===== src/rtl/ps2_kbd_pia.sv =====
// PS/2 set-2 keyboard front end: frame receiver, scancode-to-ASCII decoder and
// character FIFO, exposed to the CPU as the KBD/KBDCR register pair.
module ps2_kbd_pia #(
  parameter int CLK_HZ     = 14000000,
  parameter int TIMEOUT_US = 200,
  parameter int FIFO_DEPTH = 4
) (
  input  logic       clk14,
  input  logic       rst_n,
  input  logic       ps2_clk,
  input  logic       ps2_din,
  input  logic       cs,
  input  logic       rd_en,
  input  logic       address,
  output logic [7:0] dout,
  output logic       key_ready,
  output logic       frame_err
);

  localparam longint TO_CYC_L = longint'(CLK_HZ) * longint'(TIMEOUT_US) / longint'(1000000);
  localparam int     TO_CYC   = int'(TO_CYC_L);
  localparam int     TO_W     = $clog2(TO_CYC + 1);
  localparam int     AW       = $clog2(FIFO_DEPTH);

  localparam logic [TO_W-1:0] TO_LAST = TO_W'(TO_CYC - 1);
  localparam logic [AW:0]     CNT_ONE = (AW+1)'(1);
  localparam logic [AW:0]     CNT_MAX = (AW+1)'(FIFO_DEPTH);

  // ---------------- input synchronisers and clock glitch filter ----------------
  logic [1:0] clk_sync;
  logic [1:0] din_sync;
  logic [3:0] clk_hist;
  logic       clk_filt;
  logic       fall;

  always_ff @(posedge clk14 or negedge rst_n) begin
    if (!rst_n) begin
      clk_sync <= 2'b11;
      din_sync <= 2'b11;
      clk_hist <= 4'hF;
      clk_filt <= 1'b1;
      fall     <= 1'b0;
    end else begin
      clk_sync <= {clk_sync[0], ps2_clk};
      din_sync <= {din_sync[0], ps2_din};
      clk_hist <= {clk_hist[2:0], clk_sync[1]};
      fall     <= 1'b0;
      if (clk_hist == 4'hF) begin
        clk_filt <= 1'b1;
      end else if (clk_hist == 4'h0) begin
        clk_filt <= 1'b0;
        fall     <= clk_filt;
      end
    end
  end

  // ---------------- frame receiver ----------------
  typedef enum logic [1:0] {IDLE, DATA, PARITY, STOP} state_t;

  state_t          state;
  logic [2:0]      bit_cnt;
  logic [7:0]      shreg;
  logic            par_bit;
  logic            byte_vld;
  logic [TO_W-1:0] to_cnt;

  always_ff @(posedge clk14 or negedge rst_n) begin
    if (!rst_n) begin
      state     <= IDLE;
      bit_cnt   <= 3'd0;
      shreg     <= 8'h00;
      par_bit   <= 1'b0;
      byte_vld  <= 1'b0;
      frame_err <= 1'b0;
      to_cnt    <= '0;
    end else begin
      byte_vld  <= 1'b0;
      frame_err <= 1'b0;
      if (state == IDLE || fall) begin
        to_cnt <= '0;
      end else if (to_cnt == TO_LAST) begin
        // Stalled mid-frame: abandon it so the next start bit resynchronises.
        state     <= IDLE;
        bit_cnt   <= 3'd0;
        frame_err <= 1'b1;
        to_cnt    <= '0;
      end else begin
        to_cnt <= to_cnt + TO_W'(1);
      end

      if (fall) begin
        unique case (state)
          IDLE: begin
            if (!din_sync[1]) begin
              state   <= DATA;
              bit_cnt <= 3'd0;
            end
          end
          DATA: begin
            shreg   <= {din_sync[1], shreg[7:1]};
            bit_cnt <= bit_cnt + 3'd1;
            if (bit_cnt == 3'd7) state <= PARITY;
          end
          PARITY: begin
            par_bit <= din_sync[1];
            state   <= STOP;
          end
          STOP: begin
            if ((^{shreg, par_bit}) && din_sync[1]) byte_vld  <= 1'b1;
            else                                    frame_err <= 1'b1;
            state <= IDLE;
          end
        endcase
      end
    end
  end

  // ---------------- scancode translation ----------------
  function automatic logic [8:0] xlate(input logic [7:0] code, input logic sh, input logic ct);
    logic [7:0] a;
    logic       ok;
    logic       letter;
    a      = 8'h00;
    ok     = 1'b1;
    letter = 1'b1;
    case (code)
      8'h1C: a = "A";  8'h32: a = "B";  8'h21: a = "C";  8'h23: a = "D";
      8'h24: a = "E";  8'h2B: a = "F";  8'h34: a = "G";  8'h33: a = "H";
      8'h43: a = "I";  8'h3B: a = "J";  8'h42: a = "K";  8'h4B: a = "L";
      8'h3A: a = "M";  8'h31: a = "N";  8'h44: a = "O";  8'h4D: a = "P";
      8'h15: a = "Q";  8'h2D: a = "R";  8'h1B: a = "S";  8'h2C: a = "T";
      8'h3C: a = "U";  8'h2A: a = "V";  8'h1D: a = "W";  8'h22: a = "X";
      8'h35: a = "Y";  8'h1A: a = "Z";
      default: letter = 1'b0;
    endcase
    if (!letter) begin
      case (code)
        8'h16: a = sh ? "!" : "1";
        8'h1E: a = sh ? "@" : "2";
        8'h26: a = sh ? "#" : "3";
        8'h25: a = sh ? "$" : "4";
        8'h2E: a = sh ? "%" : "5";
        8'h36: a = sh ? "^" : "6";
        8'h3D: a = sh ? "&" : "7";
        8'h3E: a = sh ? "*" : "8";
        8'h46: a = sh ? "(" : "9";
        8'h45: a = sh ? ")" : "0";
        8'h41: a = sh ? "<" : ",";
        8'h49: a = sh ? ">" : ".";
        8'h4A: a = sh ? "?" : "/";
        8'h4C: a = sh ? ":" : ";";
        8'h52: a = sh ? 8'h22 : 8'h27;
        8'h4E: a = sh ? "_" : "-";
        8'h55: a = sh ? "+" : "=";
        8'h29: a = 8'h20;
        8'h5A: a = 8'h0D;
        8'h66: a = 8'h5F;
        8'h76: a = 8'h1B;
        default: ok = 1'b0;
      endcase
    end
    // The Apple-1 has no lowercase, so shift never changes a letter; ctrl folds it to a control code.
    if (letter && ct) a = a & 8'h1F;
    return {ok, a};
  endfunction

  logic       ext;
  logic       brk;
  logic       shift_l;
  logic       shift_r;
  logic       ctrl;
  logic       push_vld;
  logic [7:0] push_dat;
  logic [8:0] xl;

  assign xl = xlate(shreg, shift_l | shift_r, ctrl);

  always_ff @(posedge clk14 or negedge rst_n) begin
    if (!rst_n) begin
      ext      <= 1'b0;
      brk      <= 1'b0;
      shift_l  <= 1'b0;
      shift_r  <= 1'b0;
      ctrl     <= 1'b0;
      push_vld <= 1'b0;
      push_dat <= 8'h00;
    end else begin
      push_vld <= 1'b0;
      if (byte_vld) begin
        if (shreg == 8'hE0) begin
          ext <= 1'b1;
        end else if (shreg == 8'hF0) begin
          brk <= 1'b1;
        end else begin
          ext <= 1'b0;
          brk <= 1'b0;
          if (!ext && shreg == 8'h12) shift_l <= !brk;
          if (!ext && shreg == 8'h59) shift_r <= !brk;
          if (shreg == 8'h14)         ctrl    <= !brk;
          if (!ext && !brk && xl[8]) begin
            push_vld <= 1'b1;
            push_dat <= xl[7:0] | 8'h80;
          end
        end
      end
    end
  end

  // ---------------- character FIFO and register interface ----------------
  logic [7:0]    mem [FIFO_DEPTH];
  logic [AW-1:0] wptr;
  logic [AW-1:0] rptr;
  logic [AW:0]   count;
  logic [AW:0]   count_nxt;
  logic          empty;
  logic          full;
  logic          pop;
  logic          push;
  logic          rd_cr;
  logic          overflow;
  logic [7:0]    last_kbd;

  assign empty = (count == '0);
  assign full  = (count == CNT_MAX);
  assign pop   = cs && rd_en && !address && !empty;
  assign rd_cr = cs && rd_en && address;
  assign push  = push_vld && (!full || pop);

  always_comb begin
    count_nxt = count;
    if (push && !pop)      count_nxt = count + CNT_ONE;
    else if (!push && pop) count_nxt = count - CNT_ONE;
  end

  always_ff @(posedge clk14) begin
    if (push) mem[wptr] <= push_dat;
  end

  always_ff @(posedge clk14 or negedge rst_n) begin
    if (!rst_n) begin
      wptr      <= '0;
      rptr      <= '0;
      count     <= '0;
      key_ready <= 1'b0;
      overflow  <= 1'b0;
      last_kbd  <= 8'h00;
    end else begin
      count     <= count_nxt;
      key_ready <= (count_nxt != '0);
      if (push) wptr <= wptr + AW'(1);
      if (pop) begin
        rptr     <= rptr + AW'(1);
        last_kbd <= mem[rptr];
      end
      if (push_vld && full && !pop) overflow <= 1'b1;
      else if (rd_cr)               overflow <= 1'b0;
    end
  end

  always_comb begin
    if (address)     dout = {key_ready, overflow, 6'b000000};
    else if (!empty) dout = mem[rptr];
    else             dout = last_kbd;
  end

endmodule

===== config.mk =====
export PLATFORM = sky130hd
export DESIGN_NAME = ps2_kbd_pia
export DESIGN_NICKNAME = d
export VERILOG_FILES = /design/src/rtl/ps2_kbd_pia.sv
export SDC_FILE = /design/constraint.sdc
export NUM_CORES = 1
export LEC_CHECK = 0
export CAP_MARGIN = 25
export CORE_ASPECT_RATIO = 0.9
export CORE_MARGIN = 3
export CORE_UTILIZATION = 55
export DETAILED_ROUTE_END_ITERATION = 12
export HOLD_SLACK_MARGIN = 0.03
export PLACE_DENSITY = 0.73
export SLEW_MARGIN = 20
export SYNTH_ARGS = -nofsm -noshare
export SYNTH_HDL_FRONTEND = slang
export SYNTH_SLANG_ARGS = --single-unit

===== constraint.sdc =====
create_clock -name clk14 -period 2.85 [get_ports clk14]
set_input_delay 0.285 -clock clk14 [delete_from_list [all_inputs] [get_ports clk14]]
set_output_delay 0.285 -clock clk14 [all_outputs]
set_load 0.005 [all_outputs]

==> results of run 1 <==
repair_timing:
action	in CTS	in global routing
resized for setup	0	2
hold endpoints to repair	22	0
hold buffers	1	0
setup endpoints to repair	0	8
worst max path at each step:
stage | startpoint | end | slack, ps | cells past startpoint
2_1_floorplan | count[0] | mem[0][0] | 400 | 8
3_3_place_gp | shreg[7] | push_dat[3] | 240 | 6
3_5_place_dp | shreg[4] | push_dat[2] | 220 | 7
4_1_cts | count[0] | dout[1] | 30 | 6
5_1_grt | count[0] | dout[1] | 20 | 6
6_report | shreg[7] | push_dat[2] | 190 | 6
area by class of cell:
type	count	area (sq um)	area share, %
Tap cell	122	152.6	2.499
Timing Repair Buffer	55	450.4	7.376
Clock inverter	7	78.83	1.291
Inverter	17	63.81	1.045
Clock buffer	9	123.9	2.028
Sequential cell	101	2700	44.21
Multi-Input combinational cell	373	2537	41.55
through the flow:
stage	hold slack (ps)	area, sq um
6_report	309.6	6107
5_1_grt	299.7	6107
4_1_cts	296.6	6103
3_5_place_dp	317.7	5891
3_3_place_gp	302.2	5891
2_1_floorplan	-10.59	5469
power by group:
part           internal [uW]  switching (uW)  leakage (uW)
Combinational            157             176       0.00117
Sequential              1550            86.0       0.00129
Clock                    350             561      0.000102
Total                   2050             823       0.00256
metal layers:
| layer | part of all wire (%) | wire (microns) | track usage, % |
|---|---|---|---|
| met5 | 0 | 0 | 0 |
| met4 | 1.5 | 179 | 6.361 |
| met1 | 46 | 5644 | 35.00 |
| met2 | 46 | 5680 | 36.71 |
| met3 | 6.3 | 768 | 4.382 |
synth_stat cells (9+ instances only):
library cell / instances
ha_1: 10
dfrtp_1: 60
nor2_1: 31
xor2_1: 9
edfxtp_1: 32
inv_1: 17
dfstp_2: 9
xnor2_1: 13
nand2_1: 83
a21oi_1: 29
o21ai_0: 26
nand3_1: 17
buf_2: 13
mux2i_1: 9
clkbuf_1: 21
logic make-up after synthesis:
group	Yosys count
and+or+nand+nor	208
AOI/OAI and AO/OA	110
DFF	101
buffers and inverters	57
muxes	23
xor gates and xnor gates	22
adders and majority gates	10
state kept, by name (all words and copies together) (netlist names), 3 cells and up:
signal,flops
clk_hist,4
last_kbd,8
push_dat,8
bit_cnt,3
count,3
shreg,8
mem,32
to_cnt,12
cells in the final DEF (no fill, tap or decap), types with 4 or more instances in the layout:
cell type / netlist / routed
o22ai_1: 4 / 4
nor2b_1: 7 / 6
ha_1: 10 / 10
clkdlybuf4s50_1: 0 / 15
dfstp_2: 9 / 9
nand3_1: 17 / 17
a21oi_1: 29 / 29
mux2i_1: 9 / 9
mux4_2: 8 / 8
clkbuf_8: 0 / 9
xor2_1: 9 / 9
buf_4: 3 / 38
dfrtp_1: 60 / 59
nand2_1: 83 / 83
and2_1: 7 / 7
a32oi_1: 4 / 4
nor2_1: 31 / 31
o211ai_1: 6 / 6
a311oi_1: 4 / 4
mux2_2: 5 / 5
nor3_1: 7 / 7
o21ai_0: 26 / 26
edfxtp_1: 32 / 32
nor3b_1: 4 / 4
a21o_1: 5 / 5
nand3b_1: 4 / 4
inv_1: 17 / 17
and3_1: 4 / 4
or3_1: 6 / 6
a31oi_1: 5 / 5
xnor2_1: 13 / 13
critical path, cell delays in order (launching register included):
cell     delay, ps
dfrtp_1        540
or4b_1         730
o22ai_1        300
a211o_2        190
nor4_4          60
a41oi_4        350
mux2_2         380
==> results.yml, run 1 <==
synthesis:
  synth_top_family_by_area: "simple AND/OR/NAND/NOR gates"
  yosys_warnings: 0
  synth-compound-area-share_pct: 13.61
  synth_top_area_share_pct: 27.45
  synthMuxAreaShare_pct: 6.246
  synthFlopType: "dfrtp_1"
  syn_area_per_cell_sq_um: 10.30
  syn_nets: 548
  syn_area_sq_um: 5469
  synthXorXnorAreaFrac_pct: 3.523
  yosysUniqueCellTypes: 75
  yosysSeqAreaShare_pct: 49.35
  synth-simple-area-share_pct: 20.57
  synth-edff-count: 32
  synth_top_area_cell: "dfrtp_1"
  synth_seq_cells: 101
  synth_area_leaders: "dfrtp_1 27%, edfxtp_1 18%, nand2_1 5.7%, dfstp_2 4.3%, mux4_2 3.3%"
  syn_inst: 531
  async_reset_ff_share_pct: 68.32
  synth_fa_ha_area_share_pct: 2.288
worst_setup_path:
  r2r_slack_ps: 190
  worstSetupStartpointType: "flop"
  cp-end-kind: "flop"
  required_ps: 3110
  path_max_fanout: 13
  worstSetupPathType: "reg -> reg"
  r2r_cells: 6
  arrival_ps: 2910
  reg2reg_from: "shreg[7]"
  r2r-end: "push_dat[2]"
timing:
  fin_crit_ps: 2655
  hold_viol_final: 0
  max_freq_ghz: 0.3766
  worst_slack_ps: 194.8
  rsz0062_at_grt: "false"
  worstMarginPinSlew_ps: 960.0
  drv_slew: 0
  fin_setup_tns_ps: 0
  setup_violations: 0
  min_period_over_period_pct: 93.17
  final.setup_skew_ps: 15.28
  max_slew_margin_pct: 35.86
clock_network:
  cts_buffers: 9
  cts_tree: "built"
  postCtsSetupBuffers: 0
  clock-root-buffer: "clkbuf_8"
  cts.sinks: 101
  insertion_delay_ps: 370
  htreeDepth: 3
  clkTransAtPathRegs_ps: 110
  cts_max_path_buffers: 2
grt:
  grtUsageTotal_pct: 23.74
  grt_max_degree: 28
  grt_pass1_wl_microns: 20980
  gr-total-overflow: 0
  first_global_vias: 4004
  antenna_found_initial: 0
hold_path:
  hold_path.class: "in -> reg"
  min_to: "din_sync[0]"
  worstHoldStart: "ps2_din"
  worstHoldPathCells: 1
power:
  finalPower_uw: 2878
  p_per_area_nw_per_um2: 471.2
  p_leak_uw: 0.002560
  irDropWorstVdd_mv: 0.3188
cells_and_area:
  final_nets: 574
  n_fill_cell: 734
  utilization_pct: 64.87
  diodes: 0
  instances_no_fill: 684
  drive_gt1_share_pct: 17.26
  syn_to_final_growth_pct: 11.67
die:
  die_h_microns: 100.6
  pin_count: 17
  row_count: 33
  coreArea_sq_um: 9414
  dieArea_sq_um: 11180
  start_util_pct: 58.09
  chipWidth_microns: 111.1
place:
  post-place-ws_ps: 222.5
  dpl.hpwl_microns: 9157
  port_buffers: 16
  gp_congestion: 0.9571
  dp_cells: 667
route:
  dr.pass1.iters: 4
  drt_iter0_markers: 310
  routed_wl_microns: 12270
  wire_per_inst_microns: 17.94
  via_per_inst: 6.047
  vias: 4136
  ant_nets: 0
  drc: 0
outcome:
  status: "finished, final reports clean"
job:
  drv_cap: 0
Power figures use the tool's default switching activity.
==> run 2: changes to the inputs <==
Settings changed: CAP_MARGIN 25 to 10, GPL_TIMING_DRIVEN set to 0, SLEW_MARGIN 20 to unset.
==> results.yml, run 2 (same netlist as run 1, synthesis figures left out) <==
outcome:
  status: "finished, final reports clean"
route:
  dr.pass1.iters: 5
  drt_iter0_markers: 247
  via_per_inst: 6.020
  vias: 4124
  routed_wl_microns: 12310
  wire_per_inst_microns: 17.98
  ant_nets: 0
  drc: 0
worst_setup_path:
  arrival_ps: 3080
  critPathBufInv: 2
  critPathSlowestCell: "or4b_4"
  worstSetupPathType: "reg -> reg"
  r2r_cells: 8
  critical_path.top_delay_family: "compound AO/OA/AOI/OAI gates"
  cpPeakStageDelay_ps: 560
  required_ps: 3100
  r2r_slack_ps: 10
  crit_end: "push_dat[4]"
  startpoint: "shreg[3]"
  cp_num_cells: 8
  path_max_fanout: 10
  worstSetupStartpointType: "flop"
  r2r-end: "push_dat[4]"
  reg2reg_from: "shreg[3]"
  crit_chain: "buf_2 -> or4b_4 -> or2_0 -> a31oi_1 -> a311oi_1 -> a41oi_4 -> buf_12 -> mux2_2"
  cp-end-kind: "flop"
place:
  dpl.hpwl_microns: 8941
  gp_congestion: 0.9448
  port_buffers: 16
cells_and_area:
  largest-register: "mem"
  layout_common_cells: "83 x nand2_1, 59 x dfrtp_1, 32 x edfxtp_1"
  largest_registers: "mem (32), to_cnt (12)"
  final_common_cell: "nand2_1"
  syn_to_final_growth_pct: 10.27
  final_nets: 575
  utilization_pct: 64.06
  largest_reg_flops: 32
  drive_gt1_share_pct: 14.74
  diodes: 0
hold_path:
  hold_path.class: "in -> async"
die:
  dieArea_sq_um: 11180
  pin_count: 17
  coreArea_sq_um: 9414
  row_count: 33
  start_util_pct: 58.09
  chipWidth_microns: 111.1
  die_h_microns: 100.6
timing:
  hold_viol_final: 0
  rsz0062_at_grt: "false"
  fin_crit_ps: 2836
  finalHoldWorstSlack_ps: 12.29
  max_slew_margin_pct: 41.07
  drv_slew: 0
  worstMarginPinSlew_ps: 872.5
  setup_violations: 0
  max_freq_ghz: 0.3527
  min_period_over_period_pct: 99.49
  final.setup_skew_ps: 13.61
grt:
  grtUsageTotal_pct: 23.23
  grt_max_degree: 70
  antenna_found_initial: 0
  grt_pass1_wl_microns: 20870
  first_global_vias: 4130
  gr-total-overflow: 0
clock_network:
  clock-root-buffer: "clkbuf_8"
  cts_buffers: 9
  cts-hold-fix-buffers: 0
  cts_max_path_buffers: 2
  clkTransAtPathRegs_ps: 90
  htreeDepth: 3
  cts_tree: "built"
  cts.sinks: 101
  insertion_delay_ps: 360
job:
  drv_cap: 0
power:
  irDropWorstVdd_mv: 0.2973
  p_per_area_nw_per_um2: 471.8
  p_leak_uw: 0.002503
[run 2: layer usage]
| metal | track usage [%] | up-vias | wire length (microns) |
|---|---|---|---|
| met5 | 0 | - | 0 |
| li1 | - | 1967 | - |
| met4 | 7.764 | 0 | 226 |
| met3 | 4.142 | 17 | 571 |
| met2 | 37.31 | 123 | 5961 |
| met1 | 32.48 | 2017 | 5554 |
[run 2: layout make-up]
class | instances | area, sq um
buffer | 38 | 175.2
clock buffer | 11 | 131.4
clock inverter | 5 | 58.81
fill | 782 | 3383
inverter | 17 | 63.81
multi-input combinational | 373 | 2564
sequential | 101 | 2700
tap | 122 | 152.6
timing repair buffer | 18 | 185.2
[run 2: per-stage QoR]
| stage | cell area (sq um) | setup TNS (ps) | total power, uW | cells | setup WS [ps] |
|---|---|---|---|---|---|
| after floorplan | 5469 | 0 | 1874 | 531 | 402.3 |
| after global placement | 5782 | -45810 | 1975 | 669 | -767.5 |
| after detailed placement | 5779 | -3189 | 1999 | 669 | -117.7 |
| after CTS | 5983 | 0 | 2871 | 684 | 7.369 |
| after global routing | 6031 | 0 | 2988 | 685 | 8.093 |
| final | 6031 | 0 | 2845 | 685 | 14.48 |
[run 2: how the worst min path moves through the flow]
stage                            from           to  slack [ps]
after global routing            rst_n  push_dat[3]          60
after global placement    clk_sync[1]  clk_hist[0]         350
final                           rst_n  push_dat[3]          10
after floorplan                 rst_n   bit_cnt[0]         -10
after CTS                       rst_n  push_dat[3]          50
after detailed placement  clk_sync[1]  clk_hist[0]         350
[run 2: repair_timing]
| action | in CTS | in global routing |
|---|---|---|
| endpoints found under the setup margin | 43 | 46 |
| hold endpoints to repair | 0 | 0 |
| buffers inserted | 0 | 2 |
| pin swaps | 1 | 1 |
| gates resized for setup | 6 | 9 |
[run 2: power by group]
part           leakage (uW)  internal (uW)  switching [uW]  total [uW]
combinational       0.00112            153             184         337
clock             0.0000982            411             467         878
sequential          0.00129           1550            81.6        1630
